**src/rtl/free_list_pkg.sv**
```systemverilog
// Shared defaults and decode record for the physical-register free list.
package free_list_pkg;

  localparam int FL_NUM_PHYS = 64;
  localparam int FL_NUM_ARCH = 35;
  localparam int FL_LOG_PHYS = 6;

  // Per-cycle decode of which requests are honoured and whether any was illegal.
  typedef struct packed {
    logic alloc;
    logic recycle;
    logic commit;
    logic err;
  } fl_ops_t;

endpackage

```
**src/rtl/free_list_mem.sv**
```systemverilog
// Free-list storage: register array, one synchronous write port, one asynchronous read port.
module free_list_mem #(
  parameter int DEPTH      = 64,
  parameter int WIDTH      = 6,
  parameter int ADDR_W     = 6,
  parameter int INIT_BASE  = 35,
  parameter int INIT_COUNT = 29
) (
  input  logic              clk_i,
  input  logic              srst_i,
  input  logic              we_i,
  input  logic [ADDR_W-1:0] waddr_i,
  input  logic [WIDTH-1:0]  wdata_i,
  input  logic [ADDR_W-1:0] raddr_i,
  output logic [WIDTH-1:0]  rdata_o
);

  logic [WIDTH-1:0] mem_q [DEPTH];

  // Reset loads the registers not claimed by the initial arch->phys identity map.
  always_ff @(posedge clk_i) begin
    if (srst_i) begin
      for (int k = 0; k < DEPTH; k++) begin
        mem_q[k] <= (k < INIT_COUNT) ? WIDTH'(INIT_BASE + k) : '0;
      end
    end else if (we_i) begin
      mem_q[waddr_i] <= wdata_i;
    end
  end

  assign rdata_o = mem_q[raddr_i];

endmodule

```
**src/rtl/free_list.sv**
```systemverilog
// Physical-register free list: circular buffer with allocate head, commit head and recycle tail;
// a flush rewinds the allocate head to the commit head in one cycle.
module free_list
  import free_list_pkg::*;
#(
  parameter int NUM_PHYS = FL_NUM_PHYS,
  parameter int NUM_ARCH = FL_NUM_ARCH,
  parameter int LOG_PHYS = FL_LOG_PHYS
) (
  input  logic                CLK,
  input  logic                RESET,
  input  logic                Alloc_IN,
  output logic [LOG_PHYS-1:0] AllocPReg_OUT,
  output logic                Empty_OUT,
  input  logic                RegRecycle_IN,
  input  logic [LOG_PHYS-1:0] RegRecycleID_IN,
  input  logic                Commit_IN,
  input  logic                Flush_IN,
  output logic [LOG_PHYS:0]   Count_OUT,
  output logic                Error_OUT
);

  localparam logic [LOG_PHYS-1:0] PTR_ONE  = LOG_PHYS'(1);
  localparam logic [LOG_PHYS-1:0] TAIL_RST = LOG_PHYS'(NUM_PHYS - NUM_ARCH);

  logic [LOG_PHYS-1:0] head_q, head_d;
  logic [LOG_PHYS-1:0] tail_q, tail_d;
  logic [LOG_PHYS-1:0] chead_q, chead_d;
  logic                error_q, error_d;
  logic                empty, ring_full;
  fl_ops_t             ops;

  assign empty     = (head_q == tail_q);
  assign ring_full = ((tail_q + PTR_ONE) == head_q);

  always_comb begin
    ops         = '0;
    ops.alloc   = Alloc_IN && !empty && !Flush_IN;
    // A flush pulls the head back, so a recycle in that cycle always has room.
    ops.recycle = RegRecycle_IN && (Flush_IN || !ring_full);
    ops.commit  = Commit_IN && (chead_q != head_q);
    ops.err     = (Alloc_IN && empty && !Flush_IN)
                || (RegRecycle_IN && ring_full && !Flush_IN)
                || (Commit_IN && (chead_q == head_q));

    chead_d = chead_q + (ops.commit  ? PTR_ONE : '0);
    tail_d  = tail_q  + (ops.recycle ? PTR_ONE : '0);
    head_d  = Flush_IN ? chead_d : (head_q + (ops.alloc ? PTR_ONE : '0));
    error_d = error_q | ops.err;
  end

  always_ff @(posedge CLK) begin
    if (RESET) begin
      head_q  <= '0;
      chead_q <= '0;
      tail_q  <= TAIL_RST;
      error_q <= 1'b0;
    end else begin
      head_q  <= head_d;
      chead_q <= chead_d;
      tail_q  <= tail_d;
      error_q <= error_d;
    end
  end

  free_list_mem #(
    .DEPTH      (NUM_PHYS),
    .WIDTH      (LOG_PHYS),
    .ADDR_W     (LOG_PHYS),
    .INIT_BASE  (NUM_ARCH),
    .INIT_COUNT (NUM_PHYS - NUM_ARCH)
  ) u_mem (
    .clk_i   (CLK),
    .srst_i  (RESET),
    .we_i    (ops.recycle),
    .waddr_i (tail_q),
    .wdata_i (RegRecycleID_IN),
    .raddr_i (head_q),
    .rdata_o (AllocPReg_OUT)
  );

  assign Empty_OUT = empty;
  assign Count_OUT = {1'b0, tail_q - head_q};
  assign Error_OUT = error_q;

endmodule

```
**config.mk**
```make
export PLATFORM = sky130hd
export DESIGN_NAME = free_list
export DESIGN_NICKNAME = d
export VERILOG_FILES = /design/src/rtl/free_list_pkg.sv /design/src/rtl/free_list_mem.sv /design/src/rtl/free_list.sv
export SDC_FILE = /design/constraint.sdc
export NUM_CORES = 1
export LEC_CHECK = 0
export CAP_MARGIN = 20
export CORE_MARGIN = 3
export CORE_UTILIZATION = 48
export DETAILED_ROUTE_END_ITERATION = 10
export MAX_ROUTING_LAYER = met4
export SLEW_MARGIN = 15
export SYNTH_ARGS = -nofsm -noshare
export SYNTH_HDL_FRONTEND = slang
export SYNTH_SLANG_ARGS = --single-unit
```
**constraint.sdc**
```tcl
create_clock -name CLK -period 3.25 [get_ports CLK]
set_input_delay 0.65 -clock CLK [delete_from_list [all_inputs] [get_ports CLK]]
set_output_delay 0.65 -clock CLK [all_outputs]
set_load 0.02 [all_outputs]
```
======== Word level (Yosys, flattened, before mapping) ========
Memory sizes are Yosys's and may differ from the RTL's. A register that Yosys moved wholly into a read port is not among the register bits.
Cells that the tools add are included.
cells by class
  bitwise operators ....................... 1
  reductions and logical operators ........ 16
  multiplexer cells ....................... 13
  eq/ne operators ......................... 4
  $add $sub $neg .......................... 5
operator list
  cell                                                            count
  6-bit two-way mux                                               4
  6-bit by 1-bit adder with 6-bit output                          3
  6-bit equality test                                             3
  1-bit logical AND                                               9
  1-bit two-way mux                                               9
  6-bit by 1-bit adder with 6-bit output (second input constant)  1
  6-bit != test                                                   1
  6-bit OR reduction                                              1
  6-bit subtractor                                                1
  1-bit logical NOT                                               3
  1-bit logical OR                                                3
  1-bit bitwise OR                                                1
word-level totals
  memories kept ........................... 1
  bits in writable memories ............... 384
  flip-flop bits (word level) ............. 19
  logic and storage cells ................. 44
  bits of input ports ..................... 12
memories
  name         depth  bits a word  read ports  clocked after memory_dff  wr ports  line                 source
  u_mem.mem_q  64     6            1           1                         64        free_list_mem.sv:18  logic [WIDTH-1:0] mem_q [DEPTH];

======== Logic depth before layout (Yosys ltp) ========
Gate-level depths: netlist of run 1.
  depth in word-level cells ............... 10
  gate-level depth with buffers ........... 14

======== Cells and area by module ========
From an unflattened synthesis of run 1, not the netlist that was laid out.
second synthesis, totals
  cells, all modules ...................... 1451
  area, all modules ....................... 19367.3 µm²
by module, submodules not included
  module         area an instance (µm²)  cells an instance  instances
  free_list_mem  18039.8                 1298               1
  free_list      1327.5                  153                1

======== Worst setup path before layout of run 1 ========
OpenSTA, ideal clock, no wires.
  path type ............................... reg-to-output
  from .................................... reg head_q[1]
  to ...................................... out Count_OUT[5]
  stages on the path, launching flop included .. 12
  buffers on the path ..................... 3
  data arrival time ....................... 2.479 ns
  slack ................................... 0.121 ns
  cells stage by stage .................... dfxtp_1 buf_2 buf_2 buf_2 inv_1 ha_1 nor2b_1 o21ai_0 nand2b_1 a21o_1 a21oi_1 xor2_1
on the way
  word-level cells in the longest chain between the ends .. 1
RTL lines
  item                    line             source
  from (decl)             free_list.sv:26  logic [LOG_PHYS-1:0] head_q, head_d;
  from (signal assigned)  free_list.sv:54  head_q <= '0;
  from (signal assigned)  free_list.sv:59  head_q <= head_d;
  6-bit subtractor        free_list.sv:83  assign Count_OUT = {1'b0, tail_q - head_q};
  to (decl)               free_list.sv:19  output logic [LOG_PHYS:0] Count_OUT,
No other way between the ends.

==> results of run 1 <==
-- worst register-to-register path: stages (launching register included) --
cell	delay [ps]
dfxtp_1	400
buf_4	380
nor3b_1	120
o21a_1	180
o31a_2	400
o21ai_2	250
nand2_4	180
buf_12	220
o21bai_1	620
-- routing by layer --
layer,track usage (%),wire length [um],up-vias
met5,-,0,-
met4,11.4,2800,0
met3,6.00,7820,176
met2,46.6,30000,1016
met1,43.6,25400,7259
li1,-,-,6036
-- timing repair --
action | in CTS | in global routing
gates resized for setup | 114 | 28
cloned | 7 | 0
pin swaps | 20 | 13
setup endpoints to repair | 16 | 178
buffers inserted | 12 | 2
-- cells by family after synthesis --
| kind of cell | after synthesis | share of synthesized area [%] |
|---|---|---|
| AO/OA/AOI/OAI | 149 | 5.71 |
| XOR/XNOR | 25 | 1.12 |
| adder cells (fa/ha/maj) | 13 | 0.873 |
| buffers and inverters | 137 | 3.61 |
| flip-flops | 403 | 61.1 |
| multiplexers | 125 | 11.3 |
| other | 1 | 0.0192 |
| AND/OR/NAND/NOR | 675 | 16.3 |
-- power by group through the flow --
stage | combinational [mW] | sequential (mW) | clock, mW
2_1_floorplan | 1.32 | 5.98 | 0
3_3_place_gp | 2.15 | 6.03 | 0
3_5_place_dp | 2.16 | 6.04 | 0
4_1_cts | 2.50 | 5.92 | 4.88
5_1_grt | 2.66 | 5.93 | 5.09
6_report | 2.56 | 5.92 | 4.86
-- through the flow --
| step | power (mW) | utilization, % |
|---|---|---|
| global route | 13.7 | 58.1 |
| CTS | 13.3 | 57.9 |
| floorplan | 7.30 | - |
| global placement | 8.18 | 52.9 |
| detailed placement | 8.20 | 52.9 |
| finish | 13.3 | 58.1 |
-- state kept, by name (all words and copies together) (netlist names) --
| register | flops |
|---|---|
| head_q | 6 |
| tail_q | 6 |
| u_mem.mem_q | 384 |
| Error_OUT | 1 |
| chead_q | 6 |
-- cell type report --
class,instances,area (um^2),share of cell area (%)
clock buffer,57,1210,5.22
clock inverter,22,164,0.707
inverter,11,41.3,0.178
multi-input combinational,988,7200,31.0
sequential,403,11900,51.4
tap,525,657,2.83
timing repair buffer,202,2000,8.61
-- cell usage in the layout, fill, tap and decap left out, types with 5 or more instances in the layout --
master,Yosys,final
nor3b_1,10,9
dfxtp_1,19,17
nor3_2,4,8
a211oi_2,0,8
o22ai_1,8,6
o21bai_1,36,32
clkinv_1,0,9
o211ai_1,8,8
a21o_1,26,26
nand2_1,159,154
inv_1,11,11
mux4_2,74,74
buf_4,13,146
buf_12,0,20
clkinv_2,0,6
nor3_1,202,196
clkbuf_1,52,8
nor2_1,169,161
xor2_1,13,13
and3_1,7,6
a221oi_2,0,10
edfxtp_1,384,384
nand2b_1,9,9
nand3_1,70,69
nor2b_1,14,14
ha_1,12,12
clkbuf_16,0,45
a21oi_1,11,7
clkdlybuf4s50_1,0,12
buf_6,12,12
nor3_4,3,5
nand3b_1,6,6
o21ai_0,9,5
mux2i_1,38,37
mux2_2,13,13
nor2_2,1,8
xnor2_1,12,12
-- final timing paths --
kind	from	to	slack (ps)
worst max-delay path	head_q[0]	AllocPReg_OUT[1]	-180
worst min-delay path	Error_OUT	Error_OUT	530
worst max register to register	head_q[2]	u_mem.mem_q[3][0]	140
worst min register to register	Error_OUT	Error_OUT	530
==> impl_metrics.ini, run 1 <==
[status]
outcome = complete, but fails checks
violations = negative setup slack

[synthesis]
netlist_area_mm2 = 0.0195
synth_area_leaders = edfxtp_1, mux4_2, nor3_1
syn_inst = 1528
synth.distinct_cells = 66
seq_area_frac_synth_pct = 61.1
async_reset_ff_share_pct = 0
yosysMostFrequentCell = edfxtp_1
yosys_warnings = 0
yosysTopAreaCell = edfxtp_1
synth.top_cell.area_share_pct = 59.2
syn_avg_cell_area_um2 = 12.8
synth-edff-count = 384
synth_common_cells = edfxtp_1, nor3_1, nor2_1
synth-main-ff-cell = edfxtp_1
ys_ff_latch = 403
syn_nets = 1553

[timing]
final_hold_viol_count = 0
slew_headroom_pct = 31.6
finalCriticalPeriod_ps = 3430
fin_crit_sh_pct = 105
max_freq_mhz = 292
tightest_slew_ps = 1020
finClkSkew_ps = 11.8
setup_viol = 6
finalSetupTns_ps = -651
setup_ws_ps = -176
maxSlewViolCount = 0
grt_setup_unrepaired = yes
whs_ps = 528

[global_routing]
grt_pass1_wl_mm = 97.0
antenna_found_initial = 1
grt-ovfl-total = 0
grt_max_degree = 70
first_global_vias = 14100
grt_usage_pct = 31.4

[routing]
drcViolationCount = 0
ant_nets = 0
viasPerCell = 6.56
wire_per_inst_um = 29.9
routed_wl_mm = 66.1
firstDrtPassIters = 5
vias = 14500
drt_iter0_markers = 2180

[min_path]
hold-path-cell-count = 2
hold_class = flop to flop

[worst_setup_path]
critPathSlowestCell = a221o_1
startpoint_type = flop
reg2regPathDepth = 8
slowest_delay_ps = 380
worstPathMaxFanout = 11
required_ps = 2600
cpMostUsedCell = buf_4
cp.depth = 11
endpoint_kind = output pin
cp.arrival_ps = 2780
cp_num_buf_inv = 7
crit_chain = buf_12, buf_4, buf_16, buf_8, and3_4, buf_4, a221o_1, a221oi_2, nor3_2, buf_4, buf_4
crit_family = buffers and inverters
worstSetupPathType = flop to output pin

[power_and_ir_drop]
swShare_pct = 27.0
ir_drop_uv = 377
p_sw_mw = 3.61
p_comb_share_pct = 19.2
p_leak_nw = 7.40
p_int_mw = 9.74
power_density_mw_per_mm2 = 576
pwr-share-seq_pct = 44.4
clock_power_share_pct = 36.4

[finish]
fill_cells = 3195
n_antenna_cell = 0
drive_gt1_share_pct = 25.1
layoutNonFillerInstCount = 2208
fin_nets = 1675
design_area_mm2 = 0.0232
areaGrowthSynthToFinish_pct = 19.0

[clocking]
numClockSinks = 403
path_clk_slew_ps = 60
clockRootBuffer = clkbuf_16
cts_hold_buf = 0
cts_buffers = 44
cts_tree = yes
clock_latency_ps = 560
clock_path_buffers = 3
h-tree-depth = 2

[placement]
dpl.hpwl_mm = 45.3
gp_congestion = 1.03
place_inst = 2109
dpl_worst_slack_ps = -76.9
dpl_cell_area_mm2 = 0.0211
io_buffers = 25

[floorplanning]
fp.dieH_um = 207
pin_count = 27
die_area_mm2 = 0.0430
start_util_pct = 48.8
die-width_um = 207
num_rows = 73
core_mm2 = 0.0399

[job]
cap_violations = 0
(Power assumes the default switching activity.)
==> inputs of run 2 (changes only) <==
--- a/config.mk
+++ b/config.mk
@@ -8,6 +8,7 @@
 export CAP_MARGIN = 20
 export CORE_MARGIN = 3
 export CORE_UTILIZATION = 48
+export CTS_BUF_LIST = sky130_fd_sc_hd__clkbuf_4 sky130_fd_sc_hd__clkbuf_8 sky130_fd_sc_hd__clkbuf_16
 export DETAILED_ROUTE_END_ITERATION = 10
 export MAX_ROUTING_LAYER = met4
 export SLEW_MARGIN = 15
==> impl_metrics.ini, run 2 (same netlist as run 1, synthesis figures left out) <==
[timing]
final_hold_viol_count = 0
whs_ps = 529
finalCriticalPeriod_ps = 3370
finalSetupTns_ps = -468
tightest_slew_ps = 1080
finClkSkew_ps = 14.8
max_freq_mhz = 297
fin_crit_sh_pct = 104
slew_headroom_pct = 27.7
setup_ws_ps = -119
grt_setup_unrepaired = yes
setup_viol = 6
maxSlewViolCount = 0

[status]
violations = negative setup slack
outcome = complete, but fails checks

[global_routing]
antenna_found_initial = 0
grt_usage_pct = 30.8
grt-ovfl-total = 0
grt_pass1_wl_mm = 95.6
grt_max_degree = 70
first_global_vias = 13900

[power_and_ir_drop]
clock_power_share_pct = 36.8
p_sw_mw = 3.61
p_leak_nw = 7.46
pwr-share-seq_pct = 44.3
power_density_mw_per_mm2 = 577
p_comb_share_pct = 19.0
p_int_mw = 9.79
ir_drop_uv = 374
swShare_pct = 27.0

[floorplanning]
num_rows = 73
die_area_mm2 = 0.0430
core_mm2 = 0.0399
start_util_pct = 48.8
die-width_um = 207
fp.dieH_um = 207
pin_count = 27

[worst_setup_path]
worstSetupPathType = flop to output pin
startpoint_type = flop
worstPathMaxFanout = 5
endpoint_kind = output pin
cp.arrival_ps = 2720
required_ps = 2600

[finish]
regArea_mm2 = 0.0119
multiInputGateArea_mm2 = 0.00721
top_register = u_mem.mem_q
fill_cells = 3197
areaGrowthSynthToFinish_pct = 19.2
final_common_cell = edfxtp_1
layout_common_cells = edfxtp_1, nor3_1, nor2_1
fin_nets = 1676
drive_gt1_share_pct = 26.0
largest_register_ffs = 384

[min_path]
hold_class = flop to flop

[clocking]
numClockSinks = 403
h-tree-depth = 2
path_clk_slew_ps = 60
clock_path_buffers = 3
clock_latency_ps = 560
clockRootBuffer = clkbuf_16
cts_buffers = 44
cts_hold_buf = 0
cts_tree = yes

[placement]
dpl_worst_slack_ps = -76.9
gp_congestion = 1.03
dpl.hpwl_mm = 45.3
io_buffers = 25

[routing]
firstDrtPassIters = 5
viasPerCell = 6.50
routed_wl_mm = 65.9
ant_nets = 0
drt_iter0_markers = 2066
vias = 14400
wire_per_inst_um = 29.8
drcViolationCount = 0

[job]
cap_violations = 0
-- run 2: cell type report --
| type | instances | area share (%) |
|---|---|---|
| Sequential cell | 403 | 51.3 |
| Multi-Input combinational cell | 988 | 31.0 |
| Timing Repair Buffer | 203 | 8.57 |
| Clock buffer | 57 | 5.34 |
| Tap cell | 525 | 2.83 |
| Clock inverter | 22 | 0.706 |
| Inverter | 11 | 0.178 |
| Antenna cell | 1 | 0.0108 |
-- run 2: path summary, 6_finish.rpt --
check	to	slack, ps	from	cells after the start
setup / recovery	AllocPReg_OUT[0]	-120	head_q[0]	9
hold / removal	Error_OUT	530	Error_OUT	2
setup reg to reg	u_mem.mem_q[29][5]	150	head_q[2]	8
hold reg to reg	Error_OUT	530	Error_OUT	2
-- run 2: critical path, stage by stage (launching register included) --
cell,delay (ps)
dfxtp_4,430
buf_8,170
buf_8,130
mux4_2,550
a211oi_2,250
buf_4,150
o21ai_0,60
nand2_1,170
nor3_1,100
clkbuf_2,160
-- run 2: routing by layer --
metal  up-vias  part of all wire, %  wire (um)  GRT usage [%]
li1       6029                    -          -              -
met1      7160                   39      25700           42.8
met2       977                   45      29700           45.8
met3       197                   12       7660           6.21
met4         0                  4.4       2910           10.9
met5         -                    0          0              -
-- run 2: power by group through the flow --
stage               logic, mW  clock network [mW]  registers, mW
finish                   2.54                4.93           5.93
global route             2.64                5.14           5.94
CTS                      2.28                4.95           5.93
detailed placement       2.16                   0           6.04
global placement         2.15                   0           6.03
floorplan                1.32                   0           5.98
-- run 2: timing repair --
item / in CTS / in global routing
setup endpoints to repair: 16 / 161
pin swaps: 5 / 24
resized for setup: 64 / 82
cloned: 3 / 3
buffers inserted: 5 / 13
-- run 2: metrics by stage --
step / instance area, um^2 / utilization [%] / cells / power (mW)
after global routing: 23200 / 58.2 / 2209 / 13.7
after CTS: 22800 / 57.0 / 2196 / 13.2
after detailed placement: 21100 / 52.9 / 2109 / 8.20
after floorplan: 19500 / - / 1528 / 7.30
after global placement: 21100 / 52.9 / 2109 / 8.18
final: 23200 / 58.2 / 2210 / 13.4
